===== src/rtl/ivl_uvm_rr_arbiter.sv =====
// Round-robin arbiter with a registered one-hot grant, a per-tenure hold budget
// and an exposed 2-bit FSM state for external transition checkers.
module ivl_uvm_rr_arbiter #(
    parameter int NUM_REQ  = 4,
    parameter int MAX_HOLD = 8,
    parameter int CNT_W    = 4,
    parameter int ID_W     = $clog2(NUM_REQ)
) (
    input  logic               clk,
    input  logic               rst,
    input  logic [NUM_REQ-1:0] req,
    output logic [NUM_REQ-1:0] gnt,
    output logic               gnt_valid,
    output logic [ID_W-1:0]    gnt_id,
    output logic [1:0]         state,
    output logic               timeout
);

    typedef enum logic [1:0] {
        IDLE    = 2'b00,
        BUSY    = 2'b01,
        RELEASE = 2'b10
    } state_e;

    state_e             state_q, state_d;
    logic [NUM_REQ-1:0] gnt_q, gnt_d;
    logic [ID_W-1:0]    gnt_id_q, gnt_id_d;
    logic [ID_W-1:0]    ptr_q, ptr_d;
    logic [CNT_W-1:0]   hold_cnt_q, hold_cnt_d;
    logic               timeout_q, timeout_d;

    logic [NUM_REQ-1:0] mask_hi;
    logic [NUM_REQ-1:0] req_hi;
    logic [NUM_REQ-1:0] pick;
    logic [ID_W-1:0]    winner;
    logic [ID_W-1:0]    ptr_after;
    logic               owner_req;
    logic               budget_hit;

    // Requests at or above ptr win first; if none, the search wraps to index 0.
    always_comb begin
        mask_hi = ~((NUM_REQ'(1) << ptr_q) - NUM_REQ'(1));
        req_hi  = req & mask_hi;
        pick    = (|req_hi) ? req_hi : req;
        winner  = '0;
        for (int i = NUM_REQ - 1; i >= 0; i--) begin
            if (pick[i]) winner = ID_W'(i);
        end
    end

    assign owner_req  = |(req & gnt_q);
    assign budget_hit = (MAX_HOLD != 0) && (hold_cnt_q == CNT_W'(MAX_HOLD));
    assign ptr_after  = (gnt_id_q == ID_W'(NUM_REQ - 1)) ? '0 : gnt_id_q + ID_W'(1);

    always_comb begin
        // NOTE: every output of this block gets a default first, so no path can infer a latch.
        state_d    = state_q;
        gnt_d      = gnt_q;
        gnt_id_d   = gnt_id_q;
        ptr_d      = ptr_q;
        hold_cnt_d = hold_cnt_q;
        timeout_d  = 1'b0;
        case (state_q)
            IDLE, RELEASE: begin
                gnt_d   = '0;
                state_d = IDLE;
                if (|req) begin
                    state_d    = BUSY;
                    gnt_d      = NUM_REQ'(1) << winner;
                    gnt_id_d   = winner;
                    hold_cnt_d = CNT_W'(1);
                end
            end
            BUSY: begin
                if (!owner_req || budget_hit) begin
                    // The pointer moves past the owner now, so the bubble already arbitrates with it.
                    state_d   = RELEASE;
                    gnt_d     = '0;
                    timeout_d = owner_req;
                    ptr_d     = ptr_after;
                end else if (hold_cnt_q != '1) begin
                    hold_cnt_d = hold_cnt_q + CNT_W'(1);
                end
            end
            default: begin
                state_d = IDLE;
                gnt_d   = '0;
            end
        endcase
    end

    always_ff @(posedge clk) begin
        // NOTE: sequential state uses non-blocking assignments so all registers update together.
        if (rst) begin
            state_q    <= IDLE;
            gnt_q      <= '0;
            gnt_id_q   <= '0;
            ptr_q      <= '0;
            hold_cnt_q <= '0;
            timeout_q  <= 1'b0;
        end else begin
            state_q    <= state_d;
            gnt_q      <= gnt_d;
            gnt_id_q   <= gnt_id_d;
            ptr_q      <= ptr_d;
            hold_cnt_q <= hold_cnt_d;
            timeout_q  <= timeout_d;
        end
    end

    assign gnt       = gnt_q;
    assign gnt_valid = |gnt_q;
    assign gnt_id    = gnt_id_q;
    assign state     = state_q;
    assign timeout   = timeout_q;

endmodule


===== config.mk =====
export PLATFORM = sky130hd
export DESIGN_NAME = ivl_uvm_rr_arbiter
export DESIGN_NICKNAME = d
export VERILOG_FILES = /design/src/rtl/ivl_uvm_rr_arbiter.sv
export SDC_FILE = /design/constraint.sdc
export NUM_CORES = 1
export LEC_CHECK = 0
export BUFFER_PORTS_ARGS = -buffer_cell sky130_fd_sc_hd__buf_2
export CAP_MARGIN = 20
export CORE_MARGIN = 2
export CORE_UTILIZATION = 45
export CTS_CLUSTER_SIZE = 30
export DETAILED_ROUTE_END_ITERATION = 10
export GPL_TIMING_DRIVEN = 0
export PLACE_DENSITY = 0.79
export SKIP_LAST_GASP = 1
export SYNTH_ARGS = -nofsm -noshare
export SYNTH_HDL_FRONTEND = slang
export SYNTH_SLANG_ARGS = --single-unit

===== constraint.sdc =====
create_clock -name clk -period 1.7 [get_ports clk]
set_clock_uncertainty 0.1 [all_clocks]
set_input_delay 0.085 -clock clk [delete_from_list [all_inputs] [get_ports clk]]
set_output_delay 0.085 -clock clk [all_outputs]
set_load 0.05 [all_outputs]

==> qor.yml, run 1 <==
power.density_mw_per_mm2: 871
dieArea_mm2: 0.00209
hpwl_mm: 1.24
fp.dieW_um: 45.7
syn_area_per_cell_um2: 8.99
antenna_left: 0
drt-total-wl_mm: 1.61
worstSetupPathType: "reg2reg"
overflow: 0
clk_pin_slew_ps: 100
cts-buffers-inserted: 3
period_share_pct: 98.5
rsz0062_at_grt: "true"
numPortBuffers: 15
cts_max_level: 1
relSlewSlack_pct: 68.4
place_ws_ps: -181
outcome: "finished clean"
yosys.area.top_type_share_pct: 38.4
core_mm2: 0.00167
num_vias: 754
wl_met1_um: 704
areaGrowthSynthToFinish_pct: 21.9
ir_worst_vdd_v: 0.000647
dr_wl_met3_um: 68
drive_gt1_share_pct: 36.7
grt_pass1_vias: 588
p_leak_uw: 0.000383
start_kind: "flip-flop"
grt_pass1_wl_mm: 2.47
cts_root_buf: "clkbuf_4"
synth-async-reset-ratio_pct: 0
postLayoutSetupSlackWorst_ps: 24.7
fin_nets: 119
p_total_uw: 831
worst_path_max_delay_cell: "dfxtp_2"
drtPass1Iterations: 4
synth_top_area_cell: "dfxtp_1"
synth-seq-cells: 15
drc_errors: 0
worst_ep_arrival_time_ps: 1810
yosys-top-cells-area: "dfxtp_1 38%, a21oi_1 5.8%, ha_1 4.8%"
start_util_pct: 46.8
grt_max_degree: 11
globalRouteTotalUtil_pct: 16.9
clk_path_buf_depth: 2
syn_nets: 96
cp-end-kind: "flip-flop"
drv_cap: 0
synth_cell_types: 34
yosys_warnings: 0
finalHoldViolations: 0
required_ps: 1840
gp_congestion: 0.859
synth-edff-count: 0
timing.fmax_mhz: 597
setup_violations: 0
ioPinCount: 16
path_max_fanout: 5
synth-main-ff-cell: "dfxtp_1"
worst_pin_slew_ps: 473
die_h_um: 45.7
syn-cell-area_um2: 782
wl_met2_um: 799
rows: 15
hold_class: "in2reg"
worstPathCellList: "inv_2 -> ha_2 -> and3b_2 -> a211o_1 -> or3_1 -> a21oi_2"
hold_buffers: 0
period_minus_slack_ps: 1680
slew_violations: 0
syn_inst: 87
seq_area_frac_synth_pct: 38.4
routed_via_density: 5.98
clock-sinks: 15
cts_tree: "done"
wl_per_cell_um: 12.8
hold_ws_ps: 3.32
diodes: 0
clock_latency_ps: 300
highest_layer: "met4"
critPathMaxStageDelay_ps: 340
drtIter0Drc: 10
antenna_found_initial: 0
[metrics by stage]
| stage | setup TNS (ps) | std cells | utilization, % | cell area (um2) |
|---|---|---|---|---|
| finish | 0 | 126 | 57.1 | 953 |
| floorplan | 0 | 87 | - | 790 |
| CTS | 0 | 125 | 56.3 | 940 |
| detailed placement | -370 | 119 | 53.0 | 886 |
| global route | -160 | 126 | 57.1 | 953 |
| global placement | -237 | 119 | 53.0 | 886 |
[layout by cell type (no fill, tap or decap), types with 5 or more instances in the layout]
| master | n |
|---|---|
| buf_2 | 15 |
| a21oi_1 | 8 |
| dfxtp_2 | 8 |
| nand2_1 | 5 |
| dfxtp_1 | 7 |
[flip-flops by register name, summed over array words and instances (netlist names)]
name,flops
gnt_id,2
timeout,1
state,2
gnt,4
ptr_q,2
hold_cnt_q,4
[layout make-up]
class | instances | area, um2
clock buffers | 3 | 22.5
well taps | 17 | 21.3
multi-input cells | 65 | 468
plain buffers | 3 | 11.3
repair buffers | 18 | 97.6
flip-flops and latches | 15 | 310
fillers | 151 | 717
clock inverters | 1 | 7.51
inverters | 4 | 15.0
[cells in the mapped netlist (all sizes together), types with 3 or more instances]
master,number
dfxtp,15
a21oi,9
nand2,5
inv,4
clkbuf,3
ha,3
nand2b,3
nor2,3
nor2b,3
o21a,3
o21ai,3
[worst max-delay path: cells and delay by family (launching register included)]
kind | cells | cell delay, ps
compound gates | 2 | 440
simple gates | 2 | 550
flops | 1 | 340
buf+inv | 1 | 40
fa+ha+maj | 1 | 150
[worst paths after layout]
check	cells past startpoint	slack [ps]	start	end
worst max-delay path	6	20	hold_cnt_q[1]	hold_cnt_q[2]
worst min-delay path	4	3	rst	gnt[0]
worst max register to register	6	20	hold_cnt_q[1]	hold_cnt_q[2]
worst min register to register	2	390	gnt[3]	gnt[3]
[what timing repair did]
item,in CTS,in global routing
setup buffers,2,1
hold endpoints to repair,0,0
pin swaps,0,6
resized for setup,4,4
setup endpoints to repair,4,5
[layer usage]
layer / up-vias / global-route usage, %
li1: 380 / -
met1: 354 / 18.9
met2: 15 / 27.9
met3: 5 / 4.76
met4: 0 / 10.6
met5: - / 0
[power breakdown]
group / internal [uW] / switching (uW) / total (uW)
clock network: 89.7 / 125 / 214
logic: 70.5 / 149 / 220
registers: 376 / 20.0 / 396
total: 536 / 294 / 831
[cell families after synthesis]
group / count (synthesis) / synth area share (%)
adders and majority gates: 3 / 4.80
and+or+nand+nor: 27 / 19.2
muxes: 1 / 1.28
AOI/OAI and AO/OA: 34 / 33.0
buffers and inverters: 7 / 3.36
DFF: 15 / 38.4
(Power assumes the default switching activity.)
==> run 2: changes to the inputs <==
--- a/config.mk
+++ b/config.mk
@@ -8,11 +8,11 @@
 export BUFFER_PORTS_ARGS = -buffer_cell sky130_fd_sc_hd__buf_2
 export CAP_MARGIN = 20
 export CORE_MARGIN = 2
-export CORE_UTILIZATION = 45
+export CORE_UTILIZATION = 51
 export CTS_CLUSTER_SIZE = 30
 export DETAILED_ROUTE_END_ITERATION = 10
 export GPL_TIMING_DRIVEN = 0
-export PLACE_DENSITY = 0.79
+export PLACE_DENSITY = 0.84
 export SKIP_LAST_GASP = 1
 export SYNTH_ARGS = -nofsm -noshare
 export SYNTH_HDL_FRONTEND = slang
==> constraint.sdc (replaced) <==
create_clock -name clk -period 1.6 [get_ports clk]
set_clock_uncertainty 0.1 [all_clocks]
set_input_delay 0.08 -clock clk [delete_from_list [all_inputs] [get_ports clk]]
set_output_delay 0.08 -clock clk [all_outputs]
set_load 0.05 [all_outputs]
==> qor.yml, run 2 (synthesis results as in run 1) <==
drtPass1Iterations: 4
cts-buffers-inserted: 3
grt_max_degree: 11
ir_worst_vdd_v: 0.000664
utilization_pct: 66.6
routed_via_density: 6.22
num_vias: 784
diodes: 0
dieArea_mm2: 0.00186
final_cell_mix: "15 x buf_2, 8 x a21oi_1, 7 x dfxtp_1"
p_total_uw: 879
timing.fmax_mhz: 598
overflow: 0
clock_latency_ps: 280
clk_path_buf_depth: 2
cts_max_level: 1
gp_congestion: 0.869
start_kind: "flip-flop"
outcome: "finished with violations"
core_mm2: 0.00147
cts_tree: "done"
grt_pass1_vias: 674
fillers: 126
drtIter0Drc: 17
antenna_found_initial: 0
grt_pass1_wl_mm: 2.97
hpwl_mm: 1.33
relSlewSlack_pct: 68.1
hold_class: "in2reg"
rows: 14
place_ws_ps: -171
start_util_pct: 53.1
fp.dieW_um: 43.2
worst_ep_arrival_time_ps: 1790
postLayoutSetupSlackWorst_ps: -72.6
drt-total-wl_mm: 1.80
period_share_pct: 105
ioPinCount: 16
slew_violations: 0
drive_gt1_share_pct: 38.2
worst_pin_slew_ps: 478
setup_violations: 6
numPortBuffers: 15
finalHoldViolations: 0
cts_root_buf: "clkbuf_4"
design_area_um2: 980
fin_nets: 120
worstSetupPathType: "reg2reg"
dpl_cell_area_um2: 897
layout_commonest_cell: "buf_2"
antenna_left: 0
areaGrowthSynthToFinish_pct: 25.3
p_leak_uw: 0.000395
clock-sinks: 15
clk_pin_slew_ps: 90
wl_per_cell_um: 14.3
required_ps: 1720
globalRouteTotalUtil_pct: 20.8
path_max_fanout: 4
power.density_mw_per_mm2: 897
drv_cap: 0
cp-end-kind: "flip-flop"
period_minus_slack_ps: 1670
rsz0062_at_grt: "true"
hold_ws_ps: 27.9
drc_errors: 0
violations: "setup timing"
die_h_um: 43.2
[run 2: metrics by stage]
stage,setup TNS (ps),std cells
finish,-243,126
floorplan,-6.31,87
global route,-708,126
detailed placement,-471,118
CTS,-153,125
global placement,-286,118
[run 2: metal layers]
layer / vias to the layer above / track usage, % / share of wire [%]
li1: 384 / - / -
met1: 366 / 28.9 / 48
met2: 29 / 31.9 / 45
met3: 5 / 3.83 / 5.9
met4: 0 / 7.27 / 1.2
met5: - / 0 / 0
[run 2: area by class of cell]
cell class              instances  area (um2)  area share [%]
plain buffers                   3        12.5            1.28
clock buffers                   4        26.3            2.68
inverters                       4        15.0            1.53
multi-input cells              65         483            49.3
flip-flops and latches         15         318            32.4
well taps                      16        20.0            2.04
repair buffers                 19         105            10.7
[run 2: final timing paths]
kind / endpoint / cells after the start / slack, ps / start
setup / recovery: hold_cnt_q[2] / 6 / -70 / hold_cnt_q[0]
hold / removal: gnt[0] / 4 / 30 / rst
setup reg to reg: hold_cnt_q[2] / 6 / -70 / hold_cnt_q[0]
hold reg to reg: gnt[0] / 2 / 380 / gnt[0]
[run 2: repair_timing]
action | in CTS | in global routing
setup buffers | 3 | 1
resized for setup | 3 | 3
setup endpoints to repair | 7 | 11
pin swaps | 2 | 2
hold buffers | 0 | 0
gates cloned | 0 | 0
[run 2: where the power goes]
group	total (uW)	internal (uW)	switching, uW
sequential	421	398	22.9
combinational	247	82.1	165
clock	210	96.8	114
[run 2: critical path: stages (launching register included)]
cell     delay (ps)
dfxtp_4         360
inv_2            40
ha_4            140
and3b_2         230
a211o_1         270
or3_1           310
a21oi_1         150
